File: src/rtl/oursring_sd_bridge_pkg.sv
// Shared serial-debug record types and bridge state encoding.
package oursring_typedef;

    typedef enum logic [1:0] {
        ST_RD  = 2'd0,
        ST_WR  = 2'd1,
        ST_RSP = 2'd2,
        ST_ERR = 2'd3
    } st_type_e;

    typedef struct packed {
        st_type_e    typ;
        logic [39:0] addr;
        logic [63:0] data;
    } sd_info_t;

    typedef enum logic [1:0] {
        S_IDLE = 2'd0,
        S_REQ  = 2'd1,
        S_WAIT = 2'd2,
        S_RSP  = 2'd3
    } sd_bridge_state_e;

    localparam logic [63:0] SD_TIMEOUT_DATA = 64'hFFFF_FFFF_FFFF_FFFF;

endpackage

File: src/rtl/oursring_sd_bridge_timeout.sv
// Response-wait counter: clear/enable controlled, flags the last allowed cycle.
module oursring_sd_timeout #(
    parameter int unsigned TIMEOUT_CYCLES = 1024
) (
    input  logic clk,
    input  logic rst,
    input  logic clr,
    input  logic en,
    output logic expired
);

    localparam int unsigned CNT_W = (TIMEOUT_CYCLES > 2) ? $clog2(TIMEOUT_CYCLES) : 1;

    logic [CNT_W-1:0] cnt;

    always_ff @(posedge clk or posedge rst) begin
        if (rst) begin
            cnt <= '0;
        end else if (clr) begin
            cnt <= '0;
        end else if (en) begin
            cnt <= cnt + CNT_W'(1);
        end
    end

    assign expired = (cnt == CNT_W'(TIMEOUT_CYCLES - 1));

endmodule

File: src/rtl/oursring_sd_bridge.sv
// Turns serial-debug read/write records into single oursring transactions and
// returns one response record per request, with timeout and late-response drain.
module oursring_sd_bridge
    import oursring_typedef::*;
#(
    parameter int unsigned TIMEOUT_CYCLES = 1024,
    parameter int unsigned ERR_CNT_W      = 8
) (
    input  logic                 clk,
    input  logic                 rst,
    input  logic                 sd_req_valid,
    output logic                 sd_req_ready,
    input  sd_info_t             sd_req_info,
    output logic                 sd_rsp_valid,
    input  logic                 sd_rsp_ready,
    output sd_info_t             sd_rsp_info,
    output logic                 ring_req_valid,
    input  logic                 ring_req_ready,
    output logic                 ring_req_wr,
    output logic [39:0]          ring_req_addr,
    output logic [63:0]          ring_req_data,
    input  logic                 ring_rsp_valid,
    output logic                 ring_rsp_ready,
    input  logic [63:0]          ring_rsp_data,
    input  logic                 ring_rsp_err,
    output logic                 busy,
    output logic [ERR_CNT_W-1:0] err_cnt
);

    sd_bridge_state_e     state, state_nxt;
    logic                 drain, drain_nxt;
    logic                 sd_rsp_valid_nxt;
    sd_info_t             sd_rsp_info_nxt;
    logic                 ring_req_valid_nxt;
    logic                 ring_req_wr_nxt;
    logic [39:0]          ring_req_addr_nxt;
    logic [63:0]          ring_req_data_nxt;
    logic [ERR_CNT_W-1:0] err_cnt_nxt;
    logic                 to_clr, to_en, to_expired;
    logic                 req_bad;

    oursring_sd_timeout #(
        .TIMEOUT_CYCLES(TIMEOUT_CYCLES)
    ) u_timeout (
        .clk     (clk),
        .rst     (rst),
        .clr     (to_clr),
        .en      (to_en),
        .expired (to_expired)
    );

    assign sd_req_ready   = (state == S_IDLE);
    assign ring_rsp_ready = (state == S_WAIT) || drain;
    assign busy           = (state != S_IDLE);
    assign req_bad        = (sd_req_info.typ == ST_RSP) || (sd_req_info.typ == ST_ERR) ||
                            (sd_req_info.addr[2:0] != 3'd0);

    always_ff @(posedge clk or posedge rst) begin
        if (rst) begin
            state          <= S_IDLE;
            drain          <= 1'b0;
            sd_rsp_valid   <= 1'b0;
            sd_rsp_info    <= '0;
            ring_req_valid <= 1'b0;
            ring_req_wr    <= 1'b0;
            ring_req_addr  <= '0;
            ring_req_data  <= '0;
            err_cnt        <= '0;
        end else begin
            state          <= state_nxt;
            drain          <= drain_nxt;
            sd_rsp_valid   <= sd_rsp_valid_nxt;
            sd_rsp_info    <= sd_rsp_info_nxt;
            ring_req_valid <= ring_req_valid_nxt;
            ring_req_wr    <= ring_req_wr_nxt;
            ring_req_addr  <= ring_req_addr_nxt;
            ring_req_data  <= ring_req_data_nxt;
            err_cnt        <= err_cnt_nxt;
        end
    end

    // ring_req_addr/wr stay loaded after the ring handshake and supply the response record.
    always_comb begin
        state_nxt          = state;
        drain_nxt          = drain;
        sd_rsp_valid_nxt   = sd_rsp_valid;
        sd_rsp_info_nxt    = sd_rsp_info;
        ring_req_valid_nxt = ring_req_valid;
        ring_req_wr_nxt    = ring_req_wr;
        ring_req_addr_nxt  = ring_req_addr;
        ring_req_data_nxt  = ring_req_data;
        err_cnt_nxt        = err_cnt;
        to_clr             = 1'b0;
        to_en              = 1'b0;

        case (state)
            S_IDLE: begin
                if (sd_req_valid) begin
                    if (req_bad) begin
                        sd_rsp_valid_nxt     = 1'b1;
                        sd_rsp_info_nxt.typ  = ST_ERR;
                        sd_rsp_info_nxt.addr = sd_req_info.addr;
                        sd_rsp_info_nxt.data = '0;
                        state_nxt            = S_RSP;
                    end else begin
                        ring_req_valid_nxt = 1'b1;
                        ring_req_wr_nxt    = (sd_req_info.typ == ST_WR);
                        ring_req_addr_nxt  = sd_req_info.addr;
                        ring_req_data_nxt  = (sd_req_info.typ == ST_WR) ? sd_req_info.data : '0;
                        state_nxt          = S_REQ;
                    end
                end
            end
            S_REQ: begin
                if (ring_req_ready) begin
                    ring_req_valid_nxt = 1'b0;
                    to_clr             = 1'b1;
                    state_nxt          = S_WAIT;
                end
            end
            S_WAIT: begin
                if (ring_rsp_valid) begin
                    if (drain) begin
                        drain_nxt = 1'b0;
                        to_clr    = 1'b1;
                    end else begin
                        sd_rsp_valid_nxt     = 1'b1;
                        sd_rsp_info_nxt.typ  = ring_rsp_err ? ST_ERR : ST_RSP;
                        sd_rsp_info_nxt.addr = ring_req_addr;
                        sd_rsp_info_nxt.data = (!ring_req_wr && !ring_rsp_err) ? ring_rsp_data : '0;
                        state_nxt            = S_RSP;
                    end
                end else if (to_expired) begin
                    sd_rsp_valid_nxt     = 1'b1;
                    sd_rsp_info_nxt.typ  = ST_ERR;
                    sd_rsp_info_nxt.addr = ring_req_addr;
                    sd_rsp_info_nxt.data = SD_TIMEOUT_DATA;
                    drain_nxt            = 1'b1;
                    state_nxt            = S_RSP;
                end else begin
                    to_en = 1'b1;
                end
            end
            S_RSP: begin
                if (sd_rsp_ready) begin
                    sd_rsp_valid_nxt = 1'b0;
                    state_nxt        = S_IDLE;
                end
            end
            default: state_nxt = S_IDLE;
        endcase

        if ((state != S_WAIT) && ring_rsp_valid && drain) begin
            drain_nxt = 1'b0;
        end

        if (sd_rsp_valid && sd_rsp_ready && (sd_rsp_info.typ == ST_ERR) && (err_cnt != '1)) begin
            err_cnt_nxt = err_cnt + ERR_CNT_W'(1);
        end
    end

endmodule

File: config.mk
export PLATFORM = sky130hd
export DESIGN_NAME = oursring_sd_bridge
export DESIGN_NICKNAME = d
export VERILOG_FILES = /design/src/rtl/oursring_sd_bridge_pkg.sv /design/src/rtl/oursring_sd_bridge_timeout.sv /design/src/rtl/oursring_sd_bridge.sv
export SDC_FILE = /design/constraint.sdc
export NUM_CORES = 1
export LEC_CHECK = 0
export BUFFER_PORTS_ARGS = -buffer_cell sky130_fd_sc_hd__clkbuf_2
export CAP_MARGIN = 20
export CORE_UTILIZATION = 25
export DETAILED_ROUTE_END_ITERATION = 8
export HOLD_SLACK_MARGIN = 0.05
export PLACE_DENSITY = 0.44
export REMOVE_ABC_BUFFERS = 1
export SYNTH_ARGS = -nofsm -noshare
export SYNTH_HDL_FRONTEND = slang
export SYNTH_HIERARCHICAL = 1
export SYNTH_SLANG_ARGS = --single-unit
File: constraint.sdc
create_clock -name clk -period 9.49 [get_ports clk]
set_input_delay 1.4235 -clock clk [delete_from_list [all_inputs] [get_ports clk]]
set_output_delay 1.4235 -clock clk [all_outputs]
set_load 0.05 [all_outputs]
# Word-level counts from Yosys, hierarchy flattened
# Index checks and enable logic that the tools add are counted.
word_totals:
  register_bits: 234
  output_inout_bits: 224
  inputBits: 177
op_classes:
  n_addsub: 2
  bitwise: 1
  eq_ne: 17
  muxes: 40
  reduce_logical: 26
ops:
  columns: ["op", "n"]
  rows:
  - ["2-to-1 mux 106 bit", 5]
  - ["one-hot mux 106 bit (2 select lines)", 1]
  - ["2-to-1 mux 64 bit", 2]
  - ["2-to-1 mux 10 bit", 2]
  - ["2-to-1 mux 1 bit", 19]
  - ["2-to-1 mux 2 bit", 7]
  - ["adder 10 x 1 -> 10 bit (second input constant)", 1]
  - ["== test 10 bit (second input constant)", 1]
  - ["== test 2 bit (second input constant)", 5]
  - ["!= test 2 bit (second input constant)", 5]
  - ["AND reduction 5 bit", 2]
  - ["nonzero test 2 bit", 5]
  - ["nonzero test 3 bit", 3]
  - ["adder 8 x 1 -> 8 bit (second input constant)", 1]
  - ["!= test 8 bit (second input constant)", 1]
  - ["one-hot mux 2 bit (4 select lines)", 1]
  - ["logical AND 1 bit", 6]
  - ["!= test 3 bit (second input constant)", 2]
  - ["AND reduction 6 bit", 1]
  - ["== test 2 x 1 -> 1 bit (second input constant)", 2]
  - ["one-hot mux 1 bit (2 select lines)", 2]
  - ["AND reduction 4 bit", 1]
  - ["logical OR 1 bit", 3]
  - ["one-hot mux 1 bit (3 select lines)", 1]
  - ["6 further kinds", 7]

# Depth between registers and ports, before layout
# Gate-level depths: netlist (run 1).
depth:
  ltp_word: 6
  mapped_depth: 11
  mapped_depth_nobuf: 7

# Hierarchy
# Netlist (run 1), hierarchy kept.
modules_own_cells:
  columns: ["mod", "cells_per_inst", "instances", "area_per_inst_um2", "seq_area_each_um2"]
  rows:
  - ["oursring_sd_bridge", 941, 1, 9803.2, 5605.4]
  - ["oursring_sd_timeout", 52, 1, 519.2, 250.2]

# Least setup slack after synthesis (run 1)
# No wires, ideal clock.
synth_path:
  path_type: "input -> register"
  startpoint: "in ring_rsp_valid"
  endpoint: "reg u_timeout.cnt[7]"
  arrival_ns: 2.983
  path_buffers: 3
  setup_time_ns: 0.078
  path_slack_ns: 6.429
  t_required_ns: 9.412
  path_stages: 8
  cell_sequence: "nor2b_1 buf_2 buf_2 nor2b_1 buf_2 o2111ai_4 or4_1 a21oi_1"
synth_via:
  elab_chain_len: 3
synth_lines:
  columns: ["item", "line", "source"]
  rows:
  - ["start: declaration", "oursring_sd_bridge.sv:22", "input logic ring_rsp_valid,"]
  - ["2-to-1 mux 1 bit", "oursring_sd_bridge.sv:122", "if (ring_rsp_valid) begin"]
  - ["2-to-1 mux 1 bit", "oursring_sd_bridge.sv:96", "case (state)"]
  - ["net to_en", "oursring_sd_bridge.sv:39", "logic to_clr, to_en, to_expired;"]
  - ["nonzero test 2 bit (no line)", null, null]
  - ["end signal: assignment", "oursring_sd_bridge_timeout.sv:22", "cnt <= cnt + CNT_W'(1);"]
  - ["end: declaration", "oursring_sd_bridge_timeout.sv:14", "logic [CNT_W-1:0] cnt;"]
# The timed path passes the listed nets, and every way through them passes these cells.
# A chain may end at the register's enable or synchronous reset.

# Worst setup path after layout (run 1)
layout_path:
  startpoint: "reg state[0]"
  endpoint: "reg sd_rsp_info[75] in the netlist's numbering"
layout_via:
  elab_chain_len: 3
layout_lines:
  columns: ["item", "line", "source"]
  rows:
  - ["start: declaration", "oursring_sd_bridge.sv:30", "sd_bridge_state_e state, state_nxt;"]
  - ["start signal: assignment", "oursring_sd_bridge.sv:70", "state <= state_nxt;"]
  - ["== test 2 bit or zero test 2 bit (tied branches)", "oursring_sd_bridge.sv:96", null]
  - ["!= test 3 bit (no line), or another cell as far along", null, null]
  - ["AND reduction 5 bit (no line)", null, null]
  - ["end signal: assignment", "oursring_sd_bridge.sv:73", "sd_rsp_info <= sd_rsp_info_nxt;"]
  - ["end: declaration", "oursring_sd_bridge.sv:16", "output sd_info_t sd_rsp_info,"]
# Parallel ways exist; a longest one is shown, timed or not.

==> insert_results.sql, run 1 <==
INSERT INTO impl_metrics (metric_group, metric, value, unit) VALUES
('timing', 'min_cycle_time_layout', '4.28', 'ns'),
('finish', 'nNetsFinal', '1554', ''),
('worst_setup_path', 'crit_path_category', 'reg -> reg', ''),
('worst_setup_path', 'worst_setup_path_end_kind', 'flip-flop', ''),
('global_routing', 'antenna_violations_before_repair', '1', ''),
('timing', 'maxSlewHeadroom', '0.333', ''),
('global_routing', 'grt_start_max_net_pins', '95', ''),
('cts', 'clock_tree_from_tritoncts', 'built', ''),
('cts', 'max-clock-path-buffers', '3', ''),
('synthesis', 'synth_top_area_frac', '0.567', ''),
('cts', 'cts_setup_buffers', '0', ''),
('floorplanning', 'design.die.area', '0.0421', 'mm²'),
('worst_hold_path', 'worst_hold_path_type', 'reg -> reg', ''),
('power', 'p_switching', '2.45', 'mW'),
('synthesis', 'seq_area_frac_synth', '0.567', ''),
('power', 'power_density', '377', 'mW/mm²'),
('cts', 'cts_htree_levels', '1', ''),
('synthesis', 'synth_top_flop_cell', 'dfrtp_1', ''),
('timing', 'finalSetupViolations', '0', ''),
('finish', 'layout.cell_area.non_filler', '0.0137', 'mm²'),
('floorplanning', 'floorplan.initialDensity', '0.253', ''),
('cts', 'holdBufCountCts', '0', ''),
('timing', 'worst_clock_skew', '0.00818', 'ns'),
('status', 'outcome', 'completed', ''),
('route', 'first_iter_violations', '397', ''),
('synthesis', 'synthesis.yosys.warnings', '6', ''),
('job', 'cap_viol_max_count', '0', ''),
('global_routing', 'grt_first_pass_wirelength', '49600', 'µm'),
('worst_setup_path', 'worstSetupStartpoint', 'state[0]', ''),
('placed_design', 'placed_area', '0.0128', 'mm²'),
('worst_setup_path', 'reg2reg_slack', '5.21', 'ns'),
('finish', 'area_delta_synth_final', '33.2', '%'),
('route', 'number_of_nets_with_antenna_violations_after_routing', '0', ''),
('floorplanning', 'placeable_core_region', '0.0407', 'mm²'),
('floorplanning', 'die_height', '205', 'µm'),
('cts', 'cts.clk_slew.worst_paths', '0.06', 'ns'),
('cts', 'clock_insertion_delay_worst_skew', '0.55', 'ns'),
('worst_setup_path', 'path_common_cell', 'buf_4', ''),
('placed_design', 'hpwlAfterDp', '22400', 'µm'),
('route', 'vias_per_cell', '4.32', ''),
('route', 'drt-pass1-iter-count', '4', ''),
('worst_setup_path', 'regToRegEndpoint', 'sd_rsp_info[75]', ''),
('route', 'drt_wirelength', '32700', 'µm'),
('power', 'vdd_ir_drop_max', '0.201', 'mV'),
('cts', 'clock_sinks', '234', ''),
('synthesis', 'ys_types', '39', ''),
('power', 'share_clk_of_total_power', '0.217', ''),
('worst_setup_path', 'beginning_of_the_worst_register_to_register_path', 'state[0]', ''),
('finish', 'postLayoutCoreUtil', '0.338', ''),
('worst_setup_path', 'worst_ep_arrival_time', '4.72', 'ns'),
('timing', 'report.final.slew_viol_count', '0', ''),
('cts', 'cts_root_buf', 'clkbuf_16', ''),
('timing', 'period_share', '0.451', ''),
('timing', 'final_hold_viol_count', '0', ''),
('worst_setup_path', 'slowest_stage', 'buf_4', ''),
('worst_setup_path', 'start_kind', 'flip-flop', ''),
('worst_setup_path', 'setup.worst_path.end', 'sd_rsp_info[75]', ''),
('worst_setup_path', 'crit_path_max_fanout', '43', ''),
('power', 'switching_share_of_power', '0.472', ''),
('global_routing', 'vias_in_the_first_global_route', '8247', ''),
('route', 'drc', '0', ''),
('cts', 'numCtsBuffers', '29', ''),
('route', 'routed-via-count', '8321', ''),
('timing', 'grt_setup_unrepaired', 'no', ''),
('timing', 'setup_slack', '5.21', 'ns'),
('power', 'p_int', '2.74', 'mW'),
('synthesis', 'synth_top_cell_by_area', 'dfrtp_1', ''),
('worst_setup_path', 'crit_path_cell_trace', 'inv_1, ha_2, buf_4, o21ai_2, o211ai_4, buf_4, buf_4, mux2_2', ''),
('power', 'pwr-share-comb', '0.491', ''),
('power', 'total_leakage_power', '7.55', 'nW'),
('synthesis', 'yosys-top-cells-area', 'dfrtp_1 57%, nand2_1 9.2%, mux2_2 8.7%, mux2i_1 6.7%, a21oi_1 3.6%', '');
[stage by stage]
stage,std cells,total power [mW]
after floorplan,929,3.55
after global placement,1872,4.10
after detailed placement,1872,4.12
after CTS,1925,5.28
after global routing,1926,5.48
final,1926,5.19
[cells in the final DEF (no fill, tap or decap), types with 3 or more instances in the layout]
master and count:
or4_1 4, nand2_1 253, and2_1 4, nor2_1 11
mux2i_1 69, bufinv_16 3, nor3_1 3, mux2_2 80
dfrtp_1 234, inv_1 73, nand4_1 8, a21oi_1 74
clkbuf_1 10, buf_4 11, o31ai_1 4, clkbuf_16 29
ha_1 5, o21ai_0 3, clkinv_2 4, clkbuf_2 400
mux2_1 5, clkbuf_8 6, xor2_1 6, nand3_1 68
nand2b_1 3
[how the worst min path moves through the flow]
stage / from / endpoint / slack [ns] / depth (start not counted)
2_1_floorplan: drain / drain / 0.47 / 2
3_3_place_gp: ring_req_data[16] / ring_req_data[16] / 0.45 / 2
3_5_place_dp: ring_req_data[24] / ring_req_data[24] / 0.45 / 2
4_1_cts: ring_req_data[31] / ring_req_data[31] / 0.47 / 2
5_1_grt: ring_req_data[2] / ring_req_data[2] / 0.48 / 2
6_report: ring_req_data[9] / ring_req_data[9] / 0.46 / 2
[sequential cells by signal (all words and copies together) (netlist names)]
register        flops
ring_req_valid      1
drain               1
ring_req_addr      40
sd_rsp_valid        1
err_cnt             8
state               2
ring_req_data      64
u_timeout/cnt      10
ring_req_wr         1
sd_rsp_info       106
[layout make-up]
cell class                 instances  area [µm²]
tap                              532         666
sequential                       234        5860
antenna                            1        2.50
inverter                          74         285
fill                            4306       27000
clock buffer                      45         846
timing repair buffer             411        2080
multi-input combinational        621        3890
clock inverter                     8         119
[cells by family after synthesis]
kind of cell,after synthesis,synth area share
adder cells (fa/ha/maj),6,0.00727
buffers and inverters,138,0.0605
XOR/XNOR,7,0.00594
AO/OA/AOI/OAI,88,0.0476
flip-flops,234,0.567
multiplexers,154,0.160
AND/OR/NAND/NOR,366,0.152
[power groups by stage]
stage	combinational [mW]	clock [mW]	sequential [mW]
after CTS	2.60	1.17	1.52
after floorplan	1.03	0	2.52
after global routing	2.72	1.20	1.56
final	2.55	1.12	1.51
after global placement	2.57	0	1.52
after detailed placement	2.59	0	1.53
[critical path: cells and delay by family, from the launching register on]
family                     cells  cell delay (ns)
muxes                          1             0.41
AOI/OAI and AO/OA              2             0.60
adders and majority gates      1             0.63
DFF                            1             0.40
buffers and inverters          4             2.02
[layer usage]
layer / vias up / GRT usage / part of all wire
met5: - / 0 / 0
met4: 0 / 0.0476 / 0.021
met3: 45 / 0.0312 / 0.057
met2: 192 / 0.254 / 0.50
met1: 4062 / 0.194 / 0.43
li1: 4022 / - / -
(Power assumes the default switching activity.)
==> run 2: changes to the inputs <==
--- a/config.mk
+++ b/config.mk
@@ -10,7 +10,7 @@
 export CORE_UTILIZATION = 25
 export DETAILED_ROUTE_END_ITERATION = 8
 export HOLD_SLACK_MARGIN = 0.05
-export PLACE_DENSITY = 0.44
+export PLACE_DENSITY = 0.45
 export REMOVE_ABC_BUFFERS = 1
 export SYNTH_ARGS = -nofsm -noshare
 export SYNTH_HDL_FRONTEND = slang
==> constraint.sdc (replaced) <==
create_clock -name clk -period 3.8 [get_ports clk]
set_input_delay 0.57 -clock clk [delete_from_list [all_inputs] [get_ports clk]]
set_output_delay 0.57 -clock clk [all_outputs]
set_load 0.05 [all_outputs]
==> insert_results.sql, run 2 (synthesized netlist as in run 1, its figures left out) <==
INSERT INTO impl_metrics (metric_group, metric, value, unit) VALUES
('status', 'outcome', 'completed', ''),
('worst_setup_path', 'critPathRequiredTime', '3.23', 'ns'),
('power', 'p_int', '7.04', 'mW'),
('cts', 'cts_setup_buffers', '0', ''),
('global_routing', 'grtUsageMet3', '0.0334', ''),
('floorplanning', 'design.die.area', '0.0421', 'mm²'),
('route', 'drt-pass1-iter-count', '4', ''),
('floorplanning', 'die_height', '205', 'µm'),
('power', 'power_density', '946', 'mW/mm²'),
('power', 'pwr-share-comb', '0.486', ''),
('cts', 'max-clock-path-buffers', '3', ''),
('power', 'pwr-share-seq', '0.288', ''),
('finish', 'drive_above_1_share', '0.397', ''),
('timing', 'final_hold_viol_count', '0', ''),
('finish', 'top_library_cells_by_usage_in_the_layout_fill_and_taps_aside', '400 x clkbuf_2, 253 x nand2_1, 234 x dfrtp_1, 80 x mux2_2, 74 x a21oi_1', ''),
('cts', 'cts.clk_slew.worst_paths', '0.06', 'ns'),
('global_routing', 'top_usage_layer', 'met2', ''),
('timing', 'grt_setup_unrepaired', 'no', ''),
('cts', 'numCtsBuffers', '29', ''),
('floorplanning', 'top_level_port_count', '401', ''),
('timing', 'period_share', '0.817', ''),
('placed_design', 'hpwlAfterDp', '22700', 'µm'),
('worst_setup_path', 'crit_path_category', 'reg -> out', ''),
('worst_setup_path', 'reg2reg_slack', '1.19', 'ns'),
('finish', 'layout_top_registers', 'sd_rsp_info: 106 flops, ring_req_data: 64 flops, ring_req_addr: 40 flops', ''),
('power', 'vdd_ir_drop_max', '0.494', 'mV'),
('floorplanning', 'num_rows', '74', ''),
('cts', 'cts_root_buf', 'clkbuf_16', ''),
('finish', 'layout.cells.most_common', 'clkbuf_2', ''),
('placed_design', 'numPortBuffers', '400', ''),
('global_routing', 'antenna_violations_before_repair', '0', ''),
('worst_setup_path', 'start_kind', 'flip-flop', ''),
('route', 'post_drt_wl_per_cell', '16.8', 'µm'),
('worst_setup_path', 'critical_path.max_stage_delay', '0.58', 'ns'),
('finish', 'area_delta_synth_final', '34.8', '%'),
('placed_design', 'gp_congestion', '0.792', ''),
('power', 'total_leakage_power', '7.63', 'nW'),
('route', 'number_of_nets_with_antenna_violations_after_routing', '0', ''),
('worst_hold_path', 'min_delay_path_depth', '3', ''),
('worst_setup_path', 'beginning_of_the_worst_register_to_register_path', 'state[0]', ''),
('worst_hold_path', 'worst_hold_path_type', 'in -> reg', ''),
('floorplanning', 'placeable_core_region', '0.0407', 'mm²'),
('timing', 'finalSetupViolations', '0', ''),
('route', 'vias_per_cell', '4.31', ''),
('power', 'switching_share_of_power', '0.465', ''),
('worst_setup_path', 'r2r_cells', '7', ''),
('worst_setup_path', 'regToRegEndpoint', 'u_timeout/cnt[7]', ''),
('global_routing', 'grt_use_met2', '0.251', ''),
('cts', 'clock_insertion_delay_worst_skew', '0.56', 'ns'),
('route', 'first_iter_violations', '384', ''),
('timing', 'worst_pin_slew', '1.01', 'ns'),
('timing', 'maxSlewHeadroom', '0.320', ''),
('power', 'share_clk_of_total_power', '0.226', ''),
('route', 'drc', '0', ''),
('floorplanning', 'floorplan.initialDensity', '0.253', ''),
('global_routing', 'global_route.overflow_total', '0', ''),
('worst_setup_path', 'worstSetupStartpoint', 'state[0]', ''),
('timing', 'min_cycle_time_layout', '3.10', 'ns'),
('finish', 'largest_register_ff_count', '106', ''),
('power', 'final_total_power', '13.2', 'mW'),
('worst_setup_path', 'setup.worst_path.end', 'ring_rsp_ready', ''),
('cts', 'clock_tree_from_tritoncts', 'built', ''),
('worst_setup_path', 'slowest_stage', 'buf_4', ''),
('cts', 'cts_resized', '0', ''),
('global_routing', 'globalRouteMet1Util', '0.194', ''),
('finish', 'nNetsFinal', '1561', ''),
('cts', 'cts_htree_levels', '1', ''),
('finish', 'largest_register', 'sd_rsp_info', ''),
('timing', 'report.final.slew_viol_count', '0', ''),
('global_routing', 'vias_in_the_first_global_route', '8376', ''),
('job', 'cap_viol_max_count', '0', ''),
('worst_setup_path', 'worst_ep_arrival_time', '2.53', 'ns'),
('global_routing', 'grt_start_max_net_pins', '79', ''),
('timing', 'worst_clock_skew', '0.0189', 'ns'),
('worst_setup_path', 'worst_setup_path_end_kind', 'output pin', ''),
('timing', 'max_clock_freq', '0.322', 'GHz'),
('cts', 'clock_sinks', '234', ''),
('route', 'drt_wirelength', '32500', 'µm'),
('global_routing', 'grt_first_pass_wirelength', '49500', 'µm'),
('power', 'p_switching', '6.13', 'mW'),
('worst_setup_path', 'crit_path_cell_trace', 'inv_1, ha_2, buf_4, or2_2, clkbuf_2', ''),
('floorplanning', 'die_width', '205', 'µm'),
('finish', 'postLayoutCoreUtil', '0.342', ''),
('global_routing', 'grtUsageTotal', '0.151', ''),
('worst_setup_path', 'crit_path_max_fanout', '38', ''),
('cts', 'holdBufCountCts', '1', ''),
('route', 'routed-via-count', '8333', '');
run 2: per-stage QoR:
step / cells / hold WS [ns] / setup TNS [ns] / instance area (µm²) / setup WS, ns
after floorplan: 929 / 0.410 / -858.22 / 9980 / -2.90
after detailed placement: 1878 / 0.454 / 0 / 12900 / 1.16
after global placement: 1878 / 0.450 / 0 / 12900 / 1.18
after CTS: 1930 / 0.175 / 0 / 13900 / 0.584
final: 1932 / 0.214 / 0 / 13900 / 0.697
after global routing: 1930 / 0.200 / 0 / 13900 / 0.495
run 2: power by group through the flow:
stage	combinational [mW]	sequential, mW	clock (mW)
floorplan	2.56	6.30	0
global placement	6.46	3.81	0
detailed placement	6.51	3.83	0
CTS	6.51	3.80	3.10
global route	6.83	3.91	3.19
finish	6.41	3.79	2.98
run 2: worst min-delay path by stage:
| stage | from | to | slack [ns] |
|---|---|---|---|
| after floorplan | rst | u_timeout/cnt[0] | 0.41 |
| after global placement | ring_req_data[9] | ring_req_data[9] | 0.45 |
| after detailed placement | ring_req_data[23] | ring_req_data[23] | 0.45 |
| after CTS | sd_req_info[73] | ring_req_addr[9] | 0.17 |
| after global routing | sd_req_info[44] | ring_req_data[44] | 0.20 |
| final | sd_req_info[73] | ring_req_addr[9] | 0.21 |
run 2: layer usage:
layer  up-vias  wire [µm]
met5         -          0
met4         0        814
met3        46       1650
met2       183      16100
met1      4075      14000
li1       4029          -
run 2: critical path: cells and delay by family (launching register included):
family	cells	cell delay [ns]
flip-flops	1	0.40
adder cells (fa/ha/maj)	1	0.41
buffers and inverters	3	0.96
AND/OR/NAND/NOR	1	0.21
run 2: final cells by class:
cell class / count / area (µm²)
fillers: 4312 / 26800
clock buffers: 44 / 862
clock inverters: 7 / 164
repair buffers: 418 / 2190
well taps: 532 / 666
inverters: 74 / 285
flip-flops and latches: 234 / 5860
multi-input cells: 621 / 3890
diodes: 2 / 5.00
